File: src/rtl/fdivsqrt_sd_encoder.sv
// ---------------------------------------------------------------------------
// fdivsqrt_sd_encoder
//
// Purpose:
//   Recodes an unsigned N-bit operand into N+1 signed digits d_N..d_0, each
//   in {-1,0,+1}, so that X = sum(d_i * 2^i). The digits are streamed out
//   MSB-first over a valid/ready handshake.
//   Two encodings are selectable per operand:
//     - non-adjacent form (Naf=1)
//     - plain binary digits (Naf=0)
//
// Ports:
//   clk         rising-edge clock for all state
//   reset       synchronous, active-high reset
//   LoadValid   an operand is offered this cycle
//   LoadReady   the block accepts an operand this cycle (idle)
//   X           unsigned operand, N bits
//   Naf         encoding select, sampled together with X
//   Flush       abort any stream in progress; takes effect at the next edge
//   DigitValid  a digit is presented this cycle
//   DigitReady  the consumer takes the presented digit this cycle
//   up / un     the presented digit is +1 / -1 (both low means 0)
//   DigitIdx    weight index of the presented digit
//   Last        the presented digit is d0
// ---------------------------------------------------------------------------
module fdivsqrt_sd_encoder #(
    parameter int N = 8
) (
    input  logic                   clk,
    input  logic                   reset,
    input  logic                   LoadValid,
    output logic                   LoadReady,
    input  logic [N-1:0]           X,
    input  logic                   Naf,
    input  logic                   Flush,
    output logic                   DigitValid,
    input  logic                   DigitReady,
    output logic                   up,
    output logic                   un,
    output logic [$clog2(N+1)-1:0] DigitIdx,
    output logic                   Last
);

    localparam int IW = $clog2(N+1);
    localparam logic [IW-1:0] TOPIDX = IW'(N);

    typedef enum logic {
        IDLE,
        EMIT
    } state_t;

    state_t state;
    state_t nextstate;

    logic [N+1:0] triple;
    logic [N+1:0] single;
    logic [N+1:0] diff;
    logic [N+1:0] pfull;
    logic [N+1:0] mfull;
    logic [N:0]   pload;
    logic [N:0]   mload;
    logic [N:0]   pvec;
    logic [N:0]   mvec;
    logic [IW-1:0] idx;
    logic         accept;
    logic         take;

    // Digit recoding of the offered operand.
    //
    // Non-adjacent form uses the carry trick on 3X against X:
    //   - bits where 3X and X differ mark a nonzero digit;
    //   - the sign of that digit comes from whichever of the two has the bit set.
    // Both quantities are twice the classic 3X/2 and X/2 pair, which is why
    // digit i is read from bit i+1 and bit 0 is dropped.
    //
    // Plain binary just copies X, with a zero top digit.
    always_comb begin
        triple = {2'b00, X} + {1'b0, X, 1'b0};
        single = {2'b00, X};
        diff   = triple ^ single;
        pfull  = diff & triple;
        mfull  = diff & single;
        if (Naf) begin
            pload = pfull[N+1:1];
            mload = mfull[N+1:1];
        end else begin
            pload = {1'b0, X};
            mload = '0;
        end
    end

    // An operand is taken only while idle. A digit moves only on a real
    // handshake while emitting.
    always_comb begin
        accept = (state == IDLE) && LoadValid;
        take   = (state == EMIT) && DigitReady;
    end

    // State register. Reset wins over everything else.
    always_ff @(posedge clk) begin
        if (reset) begin
            state <= IDLE;
        end else begin
            state <= nextstate;
        end
    end

    // Next-state logic.
    // Flush is checked last so that it overrides a coincident load or a
    // coincident final handshake.
    always_comb begin
        nextstate = state;
        case (state)
            IDLE: begin
                if (LoadValid) begin
                    nextstate = EMIT;
                end
            end
            EMIT: begin
                if (DigitReady && (idx == '0)) begin
                    nextstate = IDLE;
                end
            end
            default: begin
                nextstate = IDLE;
            end
        endcase
        if (Flush) begin
            nextstate = IDLE;
        end
    end

    // Digit vectors and the index pointer.
    //
    // The index counts down from N. It parks at 0 after the final digit, so it
    // reads 0 whenever the block is idle. While the consumer stalls, the index
    // and the vectors hold, which keeps every digit output stable.
    always_ff @(posedge clk) begin
        if (reset) begin
            pvec <= '0;
            mvec <= '0;
            idx  <= '0;
        end else if (Flush) begin
            idx <= '0;
        end else if (accept) begin
            pvec <= pload;
            mvec <= mload;
            idx  <= TOPIDX;
        end else if (take && (idx != '0)) begin
            idx <= idx - 1'b1;
        end
    end

    // Presentation of the current digit.
    // Everything is gated by DigitValid, so the sign flags are quiet while idle.
    always_comb begin
        LoadReady  = (state == IDLE);
        DigitValid = (state == EMIT);
        up         = DigitValid & pvec[idx];
        un         = DigitValid & mvec[idx];
        DigitIdx   = idx;
        Last       = DigitValid && (idx == '0);
    end

endmodule

File: config.mk
export PLATFORM = sky130hd
export DESIGN_NAME = fdivsqrt_sd_encoder
export DESIGN_NICKNAME = d
export VERILOG_FILES = /design/src/rtl/fdivsqrt_sd_encoder.sv
export SDC_FILE = /design/constraint.sdc
export NUM_CORES = 1
export LEC_CHECK = 0
export ABC_AREA = 1
export CAP_MARGIN = 20
export CORE_UTILIZATION = 53
export CTS_CLUSTER_DIAMETER = 150
export CTS_CLUSTER_SIZE = 12
export DETAILED_ROUTE_END_ITERATION = 7
export MAX_ROUTING_LAYER = met4
export PLACE_DENSITY = 0.9
export SYNTH_ARGS = -nofsm -noshare
export SYNTH_HDL_FRONTEND = slang
export SYNTH_SLANG_ARGS = --single-unit
File: constraint.sdc
create_clock -name clk -period 2.2 [get_ports clk]
set_clock_uncertainty 0.2 [all_clocks]
set_input_delay 0.44 -clock clk [delete_from_list [all_inputs] [get_ports clk]]
set_output_delay 0.44 -clock clk [all_outputs]
set_load 0.05 [all_outputs]
==> impl_metrics.json <==
{
  "outcome": "finished clean",
  "gp_congestion": 0.885,
  "drtIter0Drc": 49,
  "cp.required_ps": 1560,
  "synth.net_count": 246,
  "placed_area_sq_um": 1880,
  "maxSlewHeadroom_pct": 67.7,
  "grt_pass1_wl_um": 5580,
  "start_util_pct": 57.9,
  "drcViolationCount": 0,
  "worst_setup_path_start_kind": "flip-flop",
  "cp-end-kind": "primary output",
  "sw_frac_of_total_pct": 31.2,
  "clk_latency_ps": 300,
  "power.density_nw_per_um2": 430,
  "cts_hold_buf": 0,
  "die_w_um": 54.7,
  "io_buffer_count": 22,
  "hold_viol_final": 0,
  "maxCapViolations": 0,
  "comb_power_share_pct": 30.1,
  "critPathArrivalTime_ps": 1540,
  "antenna_found_initial": 0,
  "fmax_mhz": 460,
  "p_int_uw": 575,
  "clock_sinks": 21,
  "vias_per_cell": 5.36,
  "fill_cells": 191,
  "syn_avg_cell_area_sq_um": 6.64,
  "syn2layout_area_growth_pct": 31.8,
  "root_buffer": "clkbuf_4",
  "finalSetupViolCount": 0,
  "die_area_sq_um": 3000,
  "layout_worst_path_cycle_share_pct": 98.9,
  "ys_ff_latch": 21,
  "fin_area_sq_um": 1940,
  "routed_wl_um": 3430,
  "fin_crit_ps": 2180,
  "seq_area_frac_synth_pct": 28.5,
  "clk_pin_slew_ps": 110,
  "track_usage_pct": 26.6,
  "grt_pass1_vias": 1342,
  "vias": 1576,
  "ant_nets": 0,
  "cts-buffers-inserted": 3,
  "ir_worst_vdd_mv": 0.299,
  "fin_nets": 289,
  "htreeDepth": 1,
  "whs_ps": 275,
  "whs_path_depth": 2,
  "rows": 18,
  "p_sw_uw": 260,
  "power_frac_clock_pct": 21.8,
  "grt_max_degree": 13,
  "ys_types": 33,
  "cts_max_path_buffers": 2,
  "slew_viol_final": 0,
  "power.leakage_nw": 0.937,
  "worst_pin_slew_ps": 487,
  "hold_class": "reg -> reg",
  "grt_setup_unrepaired": "true",
  "netlist_area_sq_um": 1470,
  "cts_tree": "done",
  "dr.pass1.iters": 6,
  "p_seq_share_pct": 48.1,
  "overflow": 0,
  "path_class": "reg -> out",
  "crit_fanout": 6,
  "layout-drive-gt1-share_pct": 18.6,
  "dieHeight_um": 54.7,
  "core_area_sq_um": 2540,
  "io_pins": 23,
  "wl_per_cell_um": 11.7,
  "yosys_warnings": 0,
  "rr_worst_depth": 6,
  "hpwl_um": 2690,
  "netlist_instances": 222,
  "n_antenna_cell": 0
}
## worst max-delay path: stages (launching register included)
cell and delay, ps:
dfxtp_4 410, buf_6 130, nor2_2 40, o211ai_1 190
nand2_1 130, a31oi_4 190, buf_12 160
## registers in the layout, indices dropped and copies added (netlist names)
signal and flops:
DigitValid 1, pvec 9, mvec 7, DigitIdx 4
## layout make-up
class / count / area [sq um] / share of cell area [%]
Clock buffer: 4 / 26.3 / 1.35
Inverter: 30 / 120 / 6.18
Multi-Input combinational cell: 166 / 926 / 47.6
Sequential cell: 21 / 428 / 22.0
Tap cell: 30 / 37.5 / 1.93
Timing Repair Buffer: 43 / 405 / 20.9
## synthesized netlist by cell type
| master | count | area (sq um) |
|---|---|---|
| o21ai_0 | 12 | 60.1 |
| o21ai_1 | 2 | 10.0 |
| fa_1 | 1 | 20.0 |
| a211oi_1 | 1 | 7.51 |
| buf_2 | 1 | 5.00 |
| a32oi_1 | 1 | 8.76 |
| clkbuf_1 | 1 | 3.75 |
| nand2_1 | 55 | 206 |
| o22ai_1 | 1 | 6.26 |
| nand3b_4 | 1 | 20.0 |
| nor3_1 | 3 | 15.0 |
| nor2_1 | 23 | 86.3 |
| or2_1 | 1 | 6.26 |
| nor3b_2 | 1 | 12.5 |
| buf_6 | 1 | 11.3 |
| o221ai_1 | 1 | 8.76 |
| nand3_1 | 17 | 85.1 |
| a31oi_1 | 1 | 6.26 |
| inv_1 | 26 | 97.6 |
| xnor2_1 | 1 | 8.76 |
| nand3b_1 | 1 | 7.51 |
| a21oi_1 | 24 | 120 |
| a21oi_2 | 3 | 26.3 |
| inv_2 | 4 | 15.0 |
| nor2_8 | 1 | 20.0 |
| ha_1 | 9 | 113 |
| nor2_4 | 1 | 11.3 |
| dfxtp_1 | 21 | 420 |
| buf_4 | 2 | 15.0 |
| nand4_1 | 1 | 6.26 |
| xor2_1 | 1 | 8.76 |
| nand3_2 | 1 | 10.0 |
| o211ai_1 | 2 | 15.0 |
## cell usage in the layout, fill, tap and decap left out, types with 2 or more instances in the layout
cell | netlist | final
clkbuf_4 | 0 | 3
ha_1 | 9 | 9
dlymetal6s2s_1 | 0 | 2
o21ai_0 | 12 | 11
nand3_1 | 17 | 17
nor3_1 | 3 | 3
buf_4 | 2 | 23
nor2_1 | 23 | 21
inv_1 | 26 | 24
buf_12 | 0 | 3
o211ai_1 | 2 | 2
inv_2 | 4 | 4
nor2_2 | 0 | 2
dlygate4sd2_1 | 0 | 3
a21oi_1 | 24 | 24
o21ai_1 | 2 | 3
a21oi_2 | 3 | 3
nand2_1 | 55 | 55
dfxtp_1 | 21 | 19
clkdlybuf4s50_1 | 0 | 11
dfxtp_4 | 0 | 2
## worst paths after layout
kind                                 start                        to  slack [ps]
setup / recovery  DigitIdx[0]$_SDFFE_PP0P_                        un          20
hold / removal        pvec[0]$_SDFFE_PP0P_      pvec[0]$_SDFFE_PP0P_         280
setup reg to reg  DigitIdx[0]$_SDFFE_PP0P_  DigitIdx[3]$_SDFFE_PP0P_         610
hold reg to reg       pvec[0]$_SDFFE_PP0P_      pvec[0]$_SDFFE_PP0P_         280
## metal layers
layer / global-route usage (%) / share of wire [%] / up-vias
li1: - / - / 818
met1: 31.6 / 45 / 712
met2: 47.4 / 50 / 44
met3: 1.67 / 3.9 / 2
met4: 7.69 / 0.61 / 0
met5: - / 0 / -
## power groups by stage
stage          clock [mW]  sequential, mW  combinational [mW]
2_1_floorplan           0           0.417               0.144
3_3_place_gp            0           0.412               0.244
3_5_place_dp            0           0.413               0.251
4_1_cts             0.188           0.402               0.251
5_1_grt             0.201           0.404               0.283
6_report            0.182           0.402               0.251
## cells by family after synthesis
group | synth area share [%]
compound gates | 18.3
xor+xnor | 1.19
fa+ha+maj | 9.00
buf+inv | 10.0
flops | 28.5
simple gates | 33.0
## stage by stage
| step | setup slack [ps] | cells | util, % | power (mW) | setup TNS [ps] |
|---|---|---|---|---|---|
| 2_1_floorplan | -151 | 222 | - | 0.560 | -186 |
| 3_3_place_gp | -194 | 289 | 73.8 | 0.656 | -1510 |
| 3_5_place_dp | -249 | 289 | 73.8 | 0.663 | -2080 |
| 4_1_cts | 1.68 | 293 | 75.3 | 0.840 | 0 |
| 5_1_grt | -57.4 | 294 | 76.4 | 0.888 | -58.7 |
| 6_report | 24.3 | 294 | 76.4 | 0.835 | 0 |
## repair_timing
| action | in CTS | in global routing |
|---|---|---|
| setup buffers | 0 | 1 |
| pin swaps | 2 | 4 |
| setup endpoints to repair | 5 | 5 |
| resized for setup | 11 | 7 |
No activity file was read; power rests on OpenSTA's default activity.
